### src/rtl/mem_pkg.sv
// Shared types and constants for the core's instruction/data memory arbiter.
package mem_pkg;
    localparam int DATA_W = 32;
    localparam int ADDR_W = 32;
    // Stop address watched by benches; the arbiter itself never decodes it.
    localparam logic [ADDR_W-1:0] STOP_ADDR = 32'hFFC;

    typedef enum logic [1:0] {
        IDLE   = 2'd0,
        ACCESS = 2'd1,
        RESP   = 2'd2
    } state_e;

    typedef enum logic {
        OWN_I = 1'b0,
        OWN_D = 1'b1
    } owner_e;
endpackage

### src/rtl/mem_arbiter_rr_picker.sv
// Two-way selector: bit 0 = fetch, bit 1 = load/store. On a tie, mode=1 favours D,
// otherwise the requester that did not win last time is chosen.
module rr_picker
    import mem_pkg::*;
(
    input  logic [1:0] req,
    input  owner_e     last,
    input  logic       mode,
    output logic [1:0] grant
);
    always_comb begin
        grant = 2'b00;
        case (req)
            2'b01:   grant = 2'b01;
            2'b10:   grant = 2'b10;
            2'b11:   grant = (mode || (last == OWN_I)) ? 2'b10 : 2'b01;
            default: grant = 2'b00;
        endcase
    end
endmodule

### src/rtl/mem_arbiter.sv
// Serialises fetch (I) and load/store (D) onto the single memory port. Handshake: a
// requester holds req and its fields until gnt; the transfer is accepted on the posedge
// where req && gnt, and completes with a one-cycle rvalid pulse, gnt only in IDLE.
module mem_arbiter
    import mem_pkg::*;
#(
    parameter int MEM_LATENCY = 1,
    parameter int PRIO_MODE   = 0
) (
    input  logic              clk,
    input  logic              reset,
    input  logic              i_req,
    input  logic [ADDR_W-1:0] i_addr,
    output logic              i_gnt,
    output logic              i_rvalid,
    output logic [DATA_W-1:0] i_rdata,
    input  logic              d_req,
    input  logic              d_we,
    input  logic [ADDR_W-1:0] d_addr,
    input  logic [DATA_W-1:0] d_wdata,
    output logic              d_gnt,
    output logic              d_rvalid,
    output logic [DATA_W-1:0] d_rdata,
    output logic [ADDR_W-1:0] mem_address,
    output logic [DATA_W-1:0] mem_data_out,
    input  logic [DATA_W-1:0] mem_data_in,
    output logic              mem_we,
    output state_e            dbg_state
);
    localparam logic [2:0] LAT    = 3'(MEM_LATENCY);
    localparam logic       MODE_D = (PRIO_MODE != 0);

    state_e            state_q, state_d;
    owner_e            owner_q, owner_d;
    owner_e            last_q, last_d;
    logic [2:0]        cnt_q, cnt_d;
    logic [ADDR_W-1:0] mem_address_q, mem_address_d;
    logic [DATA_W-1:0] mem_data_out_q, mem_data_out_d;
    logic              mem_we_q, mem_we_d;
    logic [DATA_W-1:0] i_rdata_q, i_rdata_d;
    logic [DATA_W-1:0] d_rdata_q, d_rdata_d;
    logic [1:0]        grant;

    rr_picker u_picker (
        .req   ({d_req, i_req}),
        .last  (last_q),
        .mode  (MODE_D),
        .grant (grant)
    );

    always_comb begin
        state_d        = state_q;
        owner_d        = owner_q;
        last_d         = last_q;
        cnt_d          = cnt_q;
        mem_address_d  = mem_address_q;
        mem_data_out_d = mem_data_out_q;
        mem_we_d       = 1'b0;
        i_rdata_d      = i_rdata_q;
        d_rdata_d      = d_rdata_q;
        i_gnt          = 1'b0;
        d_gnt          = 1'b0;
        i_rvalid       = 1'b0;
        d_rvalid       = 1'b0;
        case (state_q)
            IDLE: begin
                if (!reset) begin
                    i_gnt = grant[0];
                    d_gnt = grant[1];
                end
                if (d_gnt) begin
                    mem_address_d  = d_addr;
                    mem_data_out_d = d_wdata;
                    mem_we_d       = d_we;
                    owner_d        = OWN_D;
                    last_d         = OWN_D;
                    cnt_d          = 3'd0;
                    state_d        = ACCESS;
                end else if (i_gnt) begin
                    mem_address_d  = i_addr;
                    owner_d        = OWN_I;
                    last_d         = OWN_I;
                    cnt_d          = 3'd0;
                    state_d        = ACCESS;
                end
            end
            ACCESS: begin
                // A registered write enable means this access is a store.
                if (mem_we_q) begin
                    d_rdata_d = '0;
                    state_d   = RESP;
                end else if (cnt_q == LAT) begin
                    if (owner_q == OWN_D) d_rdata_d = mem_data_in;
                    else                  i_rdata_d = mem_data_in;
                    state_d = RESP;
                end else begin
                    cnt_d = cnt_q + 3'd1;
                end
            end
            RESP: begin
                if (!reset) begin
                    i_rvalid = (owner_q == OWN_I);
                    d_rvalid = (owner_q == OWN_D);
                end
                state_d = IDLE;
            end
            default: state_d = IDLE;
        endcase
    end

    always_ff @(posedge clk) begin
        if (reset) begin
            state_q        <= IDLE;
            owner_q        <= OWN_I;
            last_q         <= OWN_I;
            cnt_q          <= 3'd0;
            mem_address_q  <= '0;
            mem_data_out_q <= '0;
            mem_we_q       <= 1'b0;
            i_rdata_q      <= '0;
            d_rdata_q      <= '0;
        end else begin
            state_q        <= state_d;
            owner_q        <= owner_d;
            last_q         <= last_d;
            cnt_q          <= cnt_d;
            mem_address_q  <= mem_address_d;
            mem_data_out_q <= mem_data_out_d;
            mem_we_q       <= mem_we_d;
            i_rdata_q      <= i_rdata_d;
            d_rdata_q      <= d_rdata_d;
        end
    end

    assign mem_address  = mem_address_q;
    assign mem_data_out = mem_data_out_q;
    assign mem_we       = mem_we_q;
    assign i_rdata      = i_rdata_q;
    assign d_rdata      = d_rdata_q;
    assign dbg_state    = state_q;
endmodule
### config.mk
export PLATFORM = sky130hd
export DESIGN_NAME = mem_arbiter
export DESIGN_NICKNAME = d
export VERILOG_FILES = /design/src/rtl/mem_pkg.sv /design/src/rtl/mem_arbiter_rr_picker.sv /design/src/rtl/mem_arbiter.sv
export SDC_FILE = /design/constraint.sdc
export NUM_CORES = 1
export LEC_CHECK = 0
export BUFFER_PORTS_ARGS = -buffer_cell sky130_fd_sc_hd__buf_4
export CAP_MARGIN = 10
export CELL_PAD_IN_SITES_DETAIL_PLACEMENT = 2
export CELL_PAD_IN_SITES_GLOBAL_PLACEMENT = 2
export CORE_MARGIN = 2
export CORE_UTILIZATION = 23
export CTS_CLUSTER_DIAMETER = 30
export DETAILED_ROUTE_END_ITERATION = 10
export HOLD_SLACK_MARGIN = 0.08
export PLACE_DENSITY = 0.85
export SETUP_SLACK_MARGIN = 0.1
export SLEW_MARGIN = 40
export SYNTH_ARGS = -nofsm -noshare
export SYNTH_HDL_FRONTEND = slang
export SYNTH_HIERARCHICAL = 1
export SYNTH_SLANG_ARGS = --single-unit
### constraint.sdc
create_clock -name clk -period 1.75 [get_ports clk]
set_input_delay 0.175 -clock clk [delete_from_list [all_inputs] [get_ports clk]]
set_output_delay 0.175 -clock clk [all_outputs]
set_load 0.05 [all_outputs]
**Word-level counts from Yosys, hierarchy flattened**

Cells that the tools add are included.

- Bits in registers: 135
- Bits in latches: 0
- Memory bits (writable): 0
- Bits in read-only memories: 0
- Bits of input ports: 133
- Output and inout bits: 135
- Word-level logic and storage cells: 64
- Memories kept: 0

- Add/subtract/negate cells: 1
- Multiply operators: 0
- Div/mod/pow operators: 0
- Magnitude comparators: 0
- Eq/ne operators: 10
- Shifts and indexed selects: 0
- Mux-type cells: 29
- Bitwise operators: 4
- Reduce and logical (&&, ||, !) cells: 12

Operators with widths:

| kind | count |
|---|---|
| $mux W32 | 5 |
| $mux W1 | 12 |
| $mux W3 | 4 |
| $mux W2 | 5 |
| $reduce_and A4 Y1 | 2 |
| $reduce_bool A2 Y1 | 4 |
| $eq A2 B2 Y1 const B | 3 |
| $ne A3 B3 Y1 const B | 2 |
| $pmux W2 S3 | 1 |
| $pmux W3 S2 | 1 |
| $reduce_and A2 Y1 | 3 |
| $eq A2 B1 Y1 const B | 2 |
| $ne A2 B2 Y1 const B | 2 |
| $not A1 Y1 | 4 |
| $pmux W2 S2 | 1 |
| $add A3 B1 Y3 const B | 1 |
| $eq A3 B1 Y1 const B | 1 |
| $reduce_and A3 Y1 | 1 |
| $reduce_or A3 Y1 | 1 |
| $logic_not A2 Y1 | 1 |

**Longest topological paths before layout**

- Word-level depth: 7
- Depth in mapped cells: 8
- Mapped depth without buffers: 5

**Cells and area by module**

Netlist, hierarchy kept.

By module, submodules not included:

| module | times used | cells each | area each (µm²) | sequential area each (µm²) |
|---|---|---|---|---|
| mem_arbiter | 1 | 617 | 5,408.9 | 2,702.6 |
| rr_picker | 1 | 4 | 30.0 | 0.0 |

**Worst setup path before layout**

OpenSTA, ideal clock, no wires.

- Path type: reg2out
- From: reg state_q[1], in the netlist dbg_state[1]
- To: out i_rvalid
- Arrival: 2.377 ns
- Data required time: 1.575 ns
- Path slack: -0.802 ns
- Cell stages (with the launch flop): 2
- Path buffers: 0
- Cells stage by stage: dfxtp_1 > nor4b_1

- Longest elaborated chain between the ends: 2

Ends and longest elaborated chain:

| element | line | source |
|---|---|---|
| start: declaration | mem_arbiter.sv:33 | `state_e state_q, state_d;` |
| start signal: assignment | mem_arbiter.sv:123 | `state_q <= state_d;` |
| $eq A2 B2 Y1 | mem_arbiter.sv:65 | `case (state_q)` |
| $mux W1 | mem_arbiter.sv:65 |  |
| end: declaration | mem_arbiter.sv:15 | `output logic i_rvalid,` |

No other way between the ends.

**Worst setup path in the final report**

- From: reg last_q
- To: reg mem_address_q[28], in the netlist mem_address[28]

- Longest elaborated chain between the ends: 6
- Elaborated cells between the ends (all ways): 9
- Classes of those cells: mux: 7; reduce/logical: 2

Ends and longest elaborated chain:

| element | line | source |
|---|---|---|
| start: declaration | mem_arbiter.sv:35 | `owner_e last_q, last_d;` |
| start signal: assignment | mem_arbiter.sv:125 | `last_q <= last_d;` |
| $mux W2 | mem_arbiter_rr_picker.sv:16 | `2'b11: grant = (mode \|\| (last == OWN_I)) ? 2'b10 : 2'b01;` |
| $pmux W2 S3 | mem_arbiter_rr_picker.sv:13 | `case (req)` |
| named net grant[0] | mem_arbiter.sv:42 | `logic [1:0] grant;` |
| $mux W1 | mem_arbiter.sv:67 | `if (!reset) begin` |
| $mux W1 | mem_arbiter.sv:65 |  |
| $reduce_bool A2 Y1 (no source line) | - |  |
| $reduce_and A2 Y1 (no source line) | - |  |
| end signal: assignment | mem_arbiter.sv:127 | `mem_address_q <= mem_address_d;` |
| end: declaration | mem_arbiter.sv:37 | `logic [ADDR_W-1:0] mem_address_q, mem_address_d;` |

The timed path passes the listed nets, and every way through them passes these cells. The select of a mux whose other input is x is not followed.
A chain may end at the register's enable or synchronous reset.

==> metrics.md <==
| Metric | Value |
|---|---|
| Outcome | finished with violations |
| Failing checks | setup timing |
| Initial Utilization | 0.233 |
| Critical-path cell list | nor2b_4 -> buf_4 -> o21a_4 -> buf_6 -> nor2_4 -> nor2_4 -> clkbuf_16 -> a211oi_1 |
| Worst Slack Setup Final | -0.100 ns |
| # Max-Cap Violations | 0 |
| Final worst clock skew | 0.0214 ns |
| CP Max Fanout | 8 |
| Post-synthesis cell area | 5440 µm² |
| WL/cell | approximately 23 µm |
| Simple-gate share of the synthesized area | 0.156 |
| Post-route cell area | 9940 µm² |
| Top Ports | 268 |
| Clock slew at reported path FFs | ~0.080 ns |
| Hold Crit Class | input pin to flip-flop |
| Max incr delay on CP | 0.33 ns |
| DR iter-0 viols | 191 |
| DRC | 0 |
| Fin crit period | 1.85 ns |
| CP Buf/Inv Count | 3 |
| Most frequent cells in the layout | buf_4, dfxtp_1, nand2_1 |
| Fin. Hold Viols | 0 |
| GRT Total Usage | 0.205 |
| GRT overflow | 0 |
| Critical Path End | mem_address[28] |
| Critical Path Stages | 8 |
| Cell Area, Placed | between 7000 and 8000 µm² |
| Power Dens Cells | 975 nW/µm² |
| Core Rows | 56 |
| Vias | 6289 |
| Worst reg-to-reg path cell count | 8 |
| Period utilisation layout | 1.06 |
| Worst R2R Start | last_q |
| Yosys warns | 6 |
| XOR/XNOR Fraction of Synth Area | 0 |
| Element type at the critical path end | flip-flop |
| Die Area | around 25000 µm² |
| Fill cells | 2459 |
| Maximum VDD drop | 514 µV |
| H-tree lvl count | 4 |
| Worst R2R End | mem_address[28] |
| Worst path top cell family by delay | simple AND/OR/NAND/NOR gates |
| Yosys top cell by area | dfxtp_1 |
| Adder-Cell Fraction of Synth Area | 0.00460 |
| Seq/Total Area, Yosys | 0.497 |
| Slowest CP cell | dfxtp_2 |
| CORE AREA | 23300 µm² |
| Post-synthesis to final-layout area growth | 82.8% |
| # setup viols final | 51 |
| DR vias/cell | 4.84 |
| First drt pass iteration count | 6 |
| Synth unique cells | 37 |
| Initial antenna violation count | 0 |
| Final nets | 1103 |
| CTS tree | done |
| Main combinational cell family by area after synthesis | compound AO/OA/AOI/OAI gates |
| CTS Sinks | 135 |
| Clk Latency, worst-skew pair | 0.43 ns |
| Net Count, Synth | 756 |
| Commonest non-fill, non-tap cell in the layout | buf_4 |
| Final Wtd Congestion | slightly above 0.7 |
| Mean area per synthesized cell | about 8.8 µm² |
| Leak | 4.19 nW |
| Clock Root Buffer | clkbuf_16 |
| CP Launch Type | flip-flop |
| Dpl hpwl | 15.7 mm |
| F_max | around 540 MHz |
| Largest net degree at the start of global routing | 38 |
| Synth top area share | 0.497 |
| Num CTS Buffers | 17 |
| Longest Clk Path Bufs | 2 |
| WL final | ~30 mm |
| Final total power | ~9.7 mW |
| RSZ-0062 raised after global routing | yes |
| Antenna Violating Nets Remaining | 0 |
| Die Height | 158 µm |
| Count of pins over their slew limit | 0 |
| Reg2Reg Setup Slack | -0.10 ns |
| Vias in the first global route | 6915 |
| Post-Synthesis Cells | 621 |
| Compound-gate portion of the synthesized area | 0.176 |
| CP dominant cell by count | nor2_4 |
| Synth top area cells | dfxtp_1, mux2i_1, nand2_1 |
| WS Path Type | flip-flop to flip-flop |
| Antenna diodes | 0 |
| Chip width | 158 µm |
| Critical path origin | last_q |
| WP data arrival | 2.12 ns |
| First-pass GRT wire length | around 39 mm |
| Count of state elements after synthesis | 135 |
| Critical Path RT | about 2 ns |
| PortBufs | between 200 and 300 |
| Layout cell share with drive strength beyond 1 | 0.399 |
| Mux contribution to synthesized area | 0.118 |
-- metal layers --
metal | track usage | routed length (µm) | vias up
li1 | - | - | 2900
met1 | 0.217 | 11500 | 3145
met2 | 0.387 | 15800 | 198
met3 | 0.0515 | 1520 | 46
met4 | 0.0771 | 774 | 0
met5 | 0 | 0 | -
-- state kept, by name, summed over array words and instances, names as in the netlist --
name          cells
cnt_q             3
d_rdata          32
dbg_state         2
i_rdata          32
last_q            1
mem_address      32
mem_data_out     32
mem_we            1
-- synthesized netlist by cell type (all sizes together) --
cell type,number
ha,2
nor2,4
and2,1
nor2b,3
o221ai,1
o211ai,1
nand2,97
dfxtp,135
clkbuf,41
or3b,2
or3,2
inv,4
nor4b,3
buf,17
o21a,2
o21bai,1
nand3b,1
clkinv,1
a31o,1
nand3,64
o21ai,64
mux2i,64
or2,1
conb,1
or4,1
a211oi,32
o41ai,1
nand2b,1
nor3b,2
nor3,2
nor4bb,1
a21oi,68
-- how the worst min path moves through the flow --
stage                     start                to  depth (start not counted)
detailed placement   d_wdata[9]   mem_data_out[9]                          3
CTS                  i_addr[24]   mem_address[24]                          3
floorplan            d_wdata[0]   mem_data_out[0]                          2
global placement    d_wdata[29]  mem_data_out[29]                          3
finish               i_addr[16]   mem_address[16]                          3
global route         i_addr[29]   mem_address[29]                          3
-- cell families (layout without fill, tap and decap cells) --
logic type,after synthesis,in the layout
buf+inv,63,420
simple gates,185,188
mux,64,64
other cells,1,1
compound gates,171,171
flops,135,135
fa+ha+maj,2,2
-- cell type report --
type                            count  area (µm²)  area share
Timing Repair Buffer              383        3490       0.351
Sequential cell                   135        2720       0.273
Multi-Input combinational cell    426        2690       0.271
Clock buffer                       18         429      0.0432
Tap cell                          319         399      0.0402
Clock inverter                     14         195      0.0196
Inverter                            5        21.3     0.00214
-- worst register-to-register path, cell delays in order (launching register included) --
cell       delay (ns)
dfxtp_2          0.33
nor2b_4          0.20
buf_4            0.14
o21a_4           0.18
buf_6            0.12
nor2_4           0.04
nor2_4           0.33
clkbuf_16        0.24
a211oi_1         0.10
-- power breakdown --
group	switching (mW)	internal (mW)	leakage [nW]
registers	0.121	3.24	1.10
clock network	1.57	2.41	0.305
logic	1.40	0.947	2.78
-- through the flow --
stage               hold slack (ns)  TNS, ns  worst slack (ns)  utilization  cells
floorplan                     0.284        0            0.0310            -    621
global placement              0.367        0            0.0998        0.342   1171
detailed placement            0.378  -0.0965           -0.0654        0.342   1171
CTS                          0.0911  -0.0221           -0.0221        0.404   1275
global route                  0.119    -4.92            -0.168        0.426   1300
finish                        0.118    -1.96            -0.100        0.426   1300
-- timing repair --
action / in CTS / in global routing
pin swaps: 4 / 7
endpoints found under the setup margin: 76 / 116
cloned: 3 / 14
resized for setup: 22 / 54
hold buffers: 65 / 0
hold endpoints to repair: 95 / 0
setup buffers: 4 / 11
Note: power is estimated with default switching activity, not from simulation.
